$ cat config.mk
export PLATFORM = sky130hd
export DESIGN_NAME = scan_ctrl
export DESIGN_NICKNAME = d
export VERILOG_FILES = /design/src/rtl/scan_ctrl.sv
export SDC_FILE = /design/constraint.sdc
export NUM_CORES = 1
export LEC_CHECK = 0
export ABC_AREA = 0
export CAP_MARGIN = 20
export CORE_MARGIN = 2
export CORE_UTILIZATION = 40
export CTS_CLUSTER_SIZE = 12
export DETAILED_ROUTE_END_ITERATION = 12
export PLACE_DENSITY_LB_ADDON = 0.2
export SKIP_LAST_GASP = 1
export SYNTH_ARGS = -nofsm -noshare
export SYNTH_HDL_FRONTEND = slang
export SYNTH_SLANG_ARGS = --single-unit
$ cat constraint.sdc
create_clock -name clk -period 3 [get_ports clk]
set_clock_uncertainty 0.2 [all_clocks]
set_input_delay 0.45 -clock clk [delete_from_list [all_inputs] [get_ports clk]]
set_output_delay 0.45 -clock clk [all_outputs]
set_load 0.01 [all_outputs]
$ cat src/rtl/scan_ctrl.sv
// -----------------------------------------------------------------------------
// scan_ctrl
//   Initiator side of a scan-chain interface. For each accepted request it
//   shifts a pattern word into an attached chain of N scan flops (MSB first),
//   runs one functional capture cycle, then shifts the captured word back out
//   into a parallel response register and pulses done.
//
// Parameters
//   N        number of flops in the attached scan chain (2..256)
//   CW       bit-counter width, derived from N
//
// Ports
//   clk      system clock, rising-edge active
//   rst      asynchronous active-low reset
//   start    request a scan test (only sampled while idle)
//   pattern  stimulus word, latched when start is accepted
//   scan_out serial output of the last chain stage (N-1)
//   mode     to every chain flop: 1 = shift, 0 = functional capture
//   scan_in  serial data into chain stage 0
//   busy     high from the cycle after acceptance through the done cycle
//   done     one-cycle pulse; response valid in that cycle and afterwards
//   response captured chain contents, bit k = chain stage k after capture
// -----------------------------------------------------------------------------
module scan_ctrl #(
    parameter  int unsigned N  = 8,
    localparam int unsigned CW = (N > 1) ? $clog2(N) : 1
) (
    input  logic         clk,
    input  logic         rst,
    input  logic         start,
    input  logic [N-1:0] pattern,
    input  logic         scan_out,
    output logic         mode,
    output logic         scan_in,
    output logic         busy,
    output logic         done,
    output logic [N-1:0] response
);

    typedef enum logic [2:0] {
        IDLE,
        SHIFT_IN,
        CAPTURE,
        SHIFT_OUT,
        DONE
    } state_t;

    state_t        state;
    state_t        state_nxt;
    logic [CW-1:0] cnt;
    logic [CW-1:0] rev_idx;
    logic [N-1:0]  pattern_q;
    logic          cnt_last;

    assign cnt_last = (cnt == CW'(N - 1));

    // Both shift phases walk the word MSB first, so the active bit position
    // is the counter mirrored about N-1.
    assign rev_idx  = CW'(N - 1) - cnt;

    // State, counter and data registers
    always_ff @(posedge clk or negedge rst) begin
        if (!rst) begin
            state     <= IDLE;
            cnt       <= '0;
            pattern_q <= '0;
            response  <= '0;
        end else begin
            state <= state_nxt;

            // Counter restarts on every state change so it never exceeds N-1.
            if (state_nxt != state) begin
                cnt <= '0;
            end else if (state == SHIFT_IN || state == SHIFT_OUT) begin
                cnt <= cnt + 1'b1;
            end

            if (state == IDLE && start) begin
                pattern_q <= pattern;
            end

            // Chain stage N-1-j appears on scan_out during shift-out cycle j.
            if (state == SHIFT_OUT) begin
                response[rev_idx] <= scan_out;
            end
        end
    end

    // Next-state logic
    always_comb begin
        state_nxt = state;
        case (state)
            IDLE:      if (start)    state_nxt = SHIFT_IN;
            SHIFT_IN:  if (cnt_last) state_nxt = CAPTURE;
            CAPTURE:                 state_nxt = SHIFT_OUT;
            SHIFT_OUT: if (cnt_last) state_nxt = DONE;
            DONE:                    state_nxt = IDLE;
            default:                 state_nxt = IDLE;
        endcase
    end

    // Outputs decoded from registered state/counter only
    always_comb begin
        mode    = 1'b0;
        scan_in = 1'b0;
        busy    = 1'b1;
        done    = 1'b0;
        case (state)
            IDLE:      busy = 1'b0;
            SHIFT_IN: begin
                mode    = 1'b1;
                scan_in = pattern_q[rev_idx];
            end
            CAPTURE:   mode = 1'b0;
            SHIFT_OUT: mode = 1'b1;
            DONE:      done = 1'b1;
            default:   busy = 1'b0;
        endcase
    end

endmodule

Yosys cells after proc, flatten, opt, wreduce, memory -nomap -nowiden. Cells that the tools add are included.

Add/sub/neg operators: 2. $mul: 0. Div/mod/pow operators: 0. Order comparisons: 2. Eq/ne operators: 6. Shift operators: 0. Multiplexer cells: 15. Bitwise logic cells: 0. Reductions and logical operators: 7.

Operators with widths (count): two-way mux 3 bit (5); one-hot mux 3 bit (4 select lines) (1); bitwise mux 8 bit (1); equality test 3 x 2 -> 1 bit, second input constant (2); equality test 3 bit, second input constant (2); two-way mux 1 bit (6); < comparator 3 x 4 -> 1 bit, second input constant (1); OR reduction 4 bit (1); adder 3 x 1 -> 3 bit, second input constant (1); binary-select mux 1 bit (select 3 bit) (1); demux 1 bit (select 3 bit) (1); equality test 3 x 1 -> 1 bit, second input constant (1); greater-or-equal comparator 3 x 1 -> 1 bit, second input constant (1); logical NOT 3 bit (1); != test 3 bit (1); subtractor 3 bit, first input constant (1); logical AND 1 bit (2); nonzero test 2 bit (1); OR reduction 2 bit (1); logical OR 1 bit (1).

Flip-flop bits (word level): 22. Bits in latches: 0. Bits in writable memories: 0. Bits in read-only memories: 0. Output and inout port bits: 12. Word-level logic and storage cells: 36. Memories kept: 0.

Depth between registers and ports, before layout. Gate-level depths: netlist of run 1.

Word-level depth: 6. Depth in mapped cells: 5. Depth with buffers taken out: 5.

Least setup slack after synthesis of run 1. OpenSTA, ideal clock, no wires.

Path type: register to output. Start: register cnt[0]. End: output port scan_in. Data arrival time: 1.345 ns. Data required time: 2.350 ns. Setup slack: 1.005 ns. Stages on the path, launching flop included: 5. Path buffers: 1. Cells stage by stage: dfrtp_1 > buf_2 > inv_1 > o32a_1 > a311oi_1.

Word-level cells in the longest chain between the ends: 4.

Ends and longest elaborated chain: start, declared (line 50) `logic [CW-1:0] cnt;`; start signal, assigned (line 75) `cnt <= cnt + 1'b1;`; subtractor 3 bit (line 59) `assign rev_idx = CW'(N - 1) - cnt;`; binary-select mux 1 bit (select 3 bit) (line 112) `scan_in = pattern_q[rev_idx];`; two-way mux 1 bit (not written as such) (line 112); two-way mux 1 bit (line 108) `case (state)`; end, declared (line 34) `output logic scan_in,`.

Every way passes these cells. The select of a mux whose other input is x is not followed.

Worst setup path in the final report of run 1. Same ends and word-level chain as after synthesis.

==> results of run 1 <==
## kinds of logic (layout without fill, tap and decap cells)
| family | count (synthesis) | after routing | synth area share, % |
|---|---|---|---|
| simple gates | 27 | 27 | 16.2 |
| xor+xnor | 2 | 2 | 1.63 |
| mux | 19 | 19 | 19.7 |
| fa+ha+maj | 2 | 2 | 2.33 |
| compound gates | 6 | 6 | 4.54 |
| buf+inv | 8 | 30 | 4.53 |
| flops | 22 | 22 | 51.2 |
## registers in the layout, summed over array words and instances (netlist names)
name / cells
cnt: 3
pattern_q: 8
response: 8
state: 3
## per-layer routing
metal | part of all wire, % | GRT usage, %
met4 | 0 | 2.04
met2 | 50 | 24.5
met3 | 4.5 | 5.12
met1 | 45 | 18.3
met5 | 0 | 0
## synthesized netlist by cell type (all sizes together)
master	instances	area, um2
and2	1	6.26
nand4b	1	8.76
nor3b	3	22.5
mux2i	2	20.0
buf	5	37.5
nor2	5	18.8
dfrtp	22	551
xor2	1	8.76
xnor2	1	8.76
nor4	1	6.26
mux2	17	191
and4bb	1	12.5
nand3	2	10.0
inv	2	7.51
nor4b	2	32.5
a22o	2	17.5
a311oi	1	8.76
a31oi	2	12.5
ha	2	25.0
nor4bb	1	10.0
nand2	5	18.8
clkbuf	1	3.75
nor2b	1	6.26
nor3	3	15.0
nand2b	1	6.26
o32a	1	10.0
## layout make-up
cell class | instances | area [um2] | area share, %
inverter | 2 | 7.51 | 0.550
timing repair buffer | 24 | 238 | 17.4
sequential | 22 | 553 | 40.5
clock buffer | 3 | 22.5 | 1.65
clock inverter | 1 | 30.0 | 2.20
tap | 30 | 37.5 | 2.75
multi-input combinational | 56 | 477 | 34.9
## critical path, stage by stage (launching register included)
cell	delay (ns)
dfrtp_2	0.50
inv_1	0.11
o32a_1	0.36
a311oi_1	0.31
clkdlybuf4s50_1	0.59
## how the worst max path moves through the flow
stage	startpoint	slack, ns	end
after floorplan	cnt[0]	1.01	scan_in
after global placement	cnt[0]	0.49	scan_in
after detailed placement	cnt[0]	0.42	scan_in
after CTS	cnt[0]	0.05	scan_in
after global routing	cnt[0]	0.09	scan_in
final	cnt[0]	0.17	scan_in
## repair_timing
action                                  in CTS  in global routing
endpoints found under the setup margin       0                  1
hold endpoints to repair                     0                  0
resized for setup                            0                  2
## through the flow
step | setup slack (ns) | instance area, um2 | instances
2_1_floorplan | 1.01 | 1080 | 86
3_3_place_gp | 0.491 | 1310 | 134
3_5_place_dp | 0.423 | 1310 | 134
4_1_cts | 0.0486 | 1360 | 138
5_1_grt | 0.0867 | 1370 | 138
6_report | 0.175 | 1370 | 138
## where the power goes
| part | leakage (nW) | switching, mW | total [mW] | internal (mW) |
|---|---|---|---|---|
| sequential | 0.262 | 0.164 | 0.608 | 0.444 |
| clock | 0.0279 | 0.0864 | 0.222 | 0.135 |
| combinational | 0.258 | 0.229 | 0.611 | 0.382 |
| total | 0.548 | 0.479 | 1.44 | 0.961 |
==> flow_summary.ini, run 1 <==
[setup_path]
r2r_end = response[2]
r2r_start = state[1]
crit_fanout = 12
r2r_setup_slack_ns = 1.17
critPathArrivalTime_ns = 2.18
worstRegToRegCells = 3
cp.required_ns = 2.35
end_kind = output pin
cp-start-kind = flop
crit_type = reg -> out

[grt]
antenna_found_initial = 0
first_global_vias = 757
overflow = 0
grt_max_degree = 23
grt_pass1_wl_um = 3570
grt.total_usage_pct = 14.5

[power_and_ir_drop]
peakVddDrop_v = 0.000632
p_leak_nw = 0.548
power.density_mw_per_mm2 = 1060
power_mw = 1.44

[synth]
yosysWarnings = 0
ys_seq_elements = 22
synth.net_count = 100
ys_seq_area_share_pct = 51.2
synth_area_per_cell_um2 = 12.5
synth_cell_types = 28
syn_area_mm2 = 0.00108
syn_inst = 86

[layout]
mostFrequentLayoutCells = clkdlybuf4s50_1, dfrtp_1, mux2_2
area_growth_syn_to_layout_pct = 26.9
drive_gt1_share_pct = 24.1
final_nets = 123
fin_util_pct = 54.1
nFillCells = 244
final_common_cell = clkdlybuf4s50_1
antenna_cells = 0

[timing]
fin_setup_tns_ns = 0
tightest_slew_ns = 0.535
hold_ws_ns = 0.280
hold_viol_final = 0
rsz0062_at_grt = false
maxSlewViolCount = 0
slew_headroom_pct = 64.2
fmax_ghz = 0.354
post-route-min-period_ns = 2.83
period_share_pct = 94.2
setup_violations = 0

[floorplanning]
rows = 18
start_util_pct = 42.7
top_level_ports = 24
core_mm2 = 0.00252
die_y_um = 55.9
dieArea_mm2 = 0.00312
die_w_um = 55.9

[route]
drtPass1Iterations = 4
drt_iter0_drc = 18
drc = 0
num_vias = 733
wl_per_cell_um = 14.5
ant_nets = 0
wl_um = 2010
routed_via_density = 5.31

[placement]
port-buffer-count = 23
routabilityCongestion = 0.741
place_hpwl_um = 1520

[clock_network]
cts_setup_buffers = 0
insertion_delay_ns = 0.30
path_clk_slew_ns = 0.12
cts-root-buf = clkbuf_4
htree_levels = 1
cts_sinks = 22
postCtsHoldBufs = 0
clockBufferDepth = 2
cts_made_buffers = 3
cts_tree = built

[job]
cap_violations = 0

[min_path]
hold_path.class = in -> async

[run_status]
status = finished, final reports clean
(Power assumes the default switching activity.)
==> run 2: changes to the inputs <==
--- a/config.mk
+++ b/config.mk
@@ -7,6 +7,7 @@
 export LEC_CHECK = 0
 export ABC_AREA = 0
 export CAP_MARGIN = 20
+export CORE_ASPECT_RATIO = 1.2
 export CORE_MARGIN = 2
 export CORE_UTILIZATION = 40
 export CTS_CLUSTER_SIZE = 12
==> flow_summary.ini, run 2 (same netlist as run 1, synthesis figures left out) <==
[route]
met1_length_um = 863
drtPass1Iterations = 4
wl_per_cell_um = 13.6
met2_length_um = 979
routed_via_density = 5.16
ant_nets = 0
num_vias = 728
met3_wirelength_um = 53
drt_iter0_drc = 12
wl_um = 1920
drc = 0
top_layer_used = met4

[power_and_ir_drop]
power.density_mw_per_mm2 = 1010
peakVddDrop_v = 0.000500
p_leak_nw = 0.542

[floorplanning]
top_level_ports = 24
start_util_pct = 42.2
core_mm2 = 0.00255
dieArea_mm2 = 0.00312
die_y_um = 60.8
rows = 20
die_w_um = 51.3

[min_path]
hold_path.class = in -> async

[placement]
dp_cells = 137
place_hpwl_um = 1470
port-buffer-count = 23
routabilityCongestion = 0.712
dpl_cell_area_mm2 = 0.00131

[clock_network]
cts_made_buffers = 3
clockBufferDepth = 2
cts-root-buf = clkbuf_4
cts_tree = built
htree_levels = 1
path_clk_slew_ns = 0.12
postCtsHoldBufs = 0
insertion_delay_ns = 0.30
cts_sinks = 22
cts_setup_buffers = 0

[setup_path]
cp.required_ns = 2.35
cpPeakStageDelay_ns = 0.62
r2r_end = pattern_q[6]
slowest_stage = dfrtp_1
crit_fanout = 14
r2r_start = state[1]
r2r_setup_slack_ns = 1.18
startpoint = cnt[1]
worstPathCellList = mux2i_1 > o32a_1 > a311oi_1 > clkdlybuf4s50_1
worstRegToRegCells = 2
cp-start-kind = flop
crit_type = reg -> out
end_kind = output pin
critPathArrivalTime_ns = 2.20

[layout]
reg.largest.list = pattern_q: 8 flops, response: 8 flops
regArea_um2 = 552
area_growth_syn_to_layout_pct = 25.6
antenna_cells = 0
finalNonFillerCells = 141
nFillCells = 235
drive_gt1_share_pct = 23.1
multi_input_area_um2 = 477
design_area_mm2 = 0.00135
mostFrequentLayoutCells = clkdlybuf4s50_1, dfrtp_1, mux2_2
final_nets = 123
final_common_cell = clkdlybuf4s50_1

[run_status]
status = finished, final reports clean

[timing]
period_share_pct = 95.0
hold_viol_final = 0
post-route-min-period_ns = 2.85
maxSlewViolCount = 0
fmax_ghz = 0.351
setup_violations = 0
slew_headroom_pct = 60.1
fin_setup_tns_ns = 0
rsz0062_at_grt = false
hold_ws_ns = 0.281
tightest_slew_ns = 0.596

[grt]
overflow = 0
first_global_vias = 725
grt.total_usage_pct = 14.0
grt_max_degree = 23
antenna_found_initial = 0
grt_pass1_wl_um = 3250

[job]
cap_violations = 0
## run 2: layer usage
metal  up-vias  GRT usage (%)
met5         -              0
met4         0           6.77
met3         2           1.48
met2        11           23.9
met1       360           17.8
li1        355              -
## run 2: timing repair
action                                  in CTS  in global routing
resized for setup                            0                  1
hold endpoints to repair                     0                  0
endpoints found under the setup margin       0                  1
## run 2: report_power, final
part	internal [mW]	leakage (nW)	switching, mW
sequential	0.442	0.263	0.161
combinational	0.383	0.258	0.222
clock	0.0739	0.0210	0.0852
## run 2: worst max-delay path: cells and delay by family, from the launching register on
kind / cells / cell delay (ns)
flip-flops: 1 / 0.62
buffers and inverters: 1 / 0.58
AO/OA/AOI/OAI: 2 / 0.56
multiplexers: 1 / 0.13
## run 2: worst max path at each step
| stage | to | slack, ns | cells after the start |
|---|---|---|---|
| global route | scan_in | 0.01 | 4 |
| finish | scan_in | 0.15 | 4 |
| detailed placement | scan_in | 0.48 | 4 |
| floorplan | scan_in | 1.01 | 4 |
| global placement | scan_in | 0.50 | 4 |
| CTS | scan_in | 0.1 | 4 |
## run 2: metrics by stage
stage,setup WS (ns),utilization (%),power (mW)
floorplan,1.01,-,0.995
global placement,0.495,51.5,1.20
detailed placement,0.479,51.5,1.22
CTS,0.0967,52.9,1.38
global route,0.00962,52.9,1.47
finish,0.150,52.9,1.37
## run 2: cell type report
class | count | share of cell area, %
Tap cell | 33 | 3.06
Sequential cell | 22 | 40.8
Clock buffer | 4 | 2.69
Timing Repair Buffer | 24 | 17.6
Inverter | 2 | 0.556
Multi-Input combinational cell | 56 | 35.3
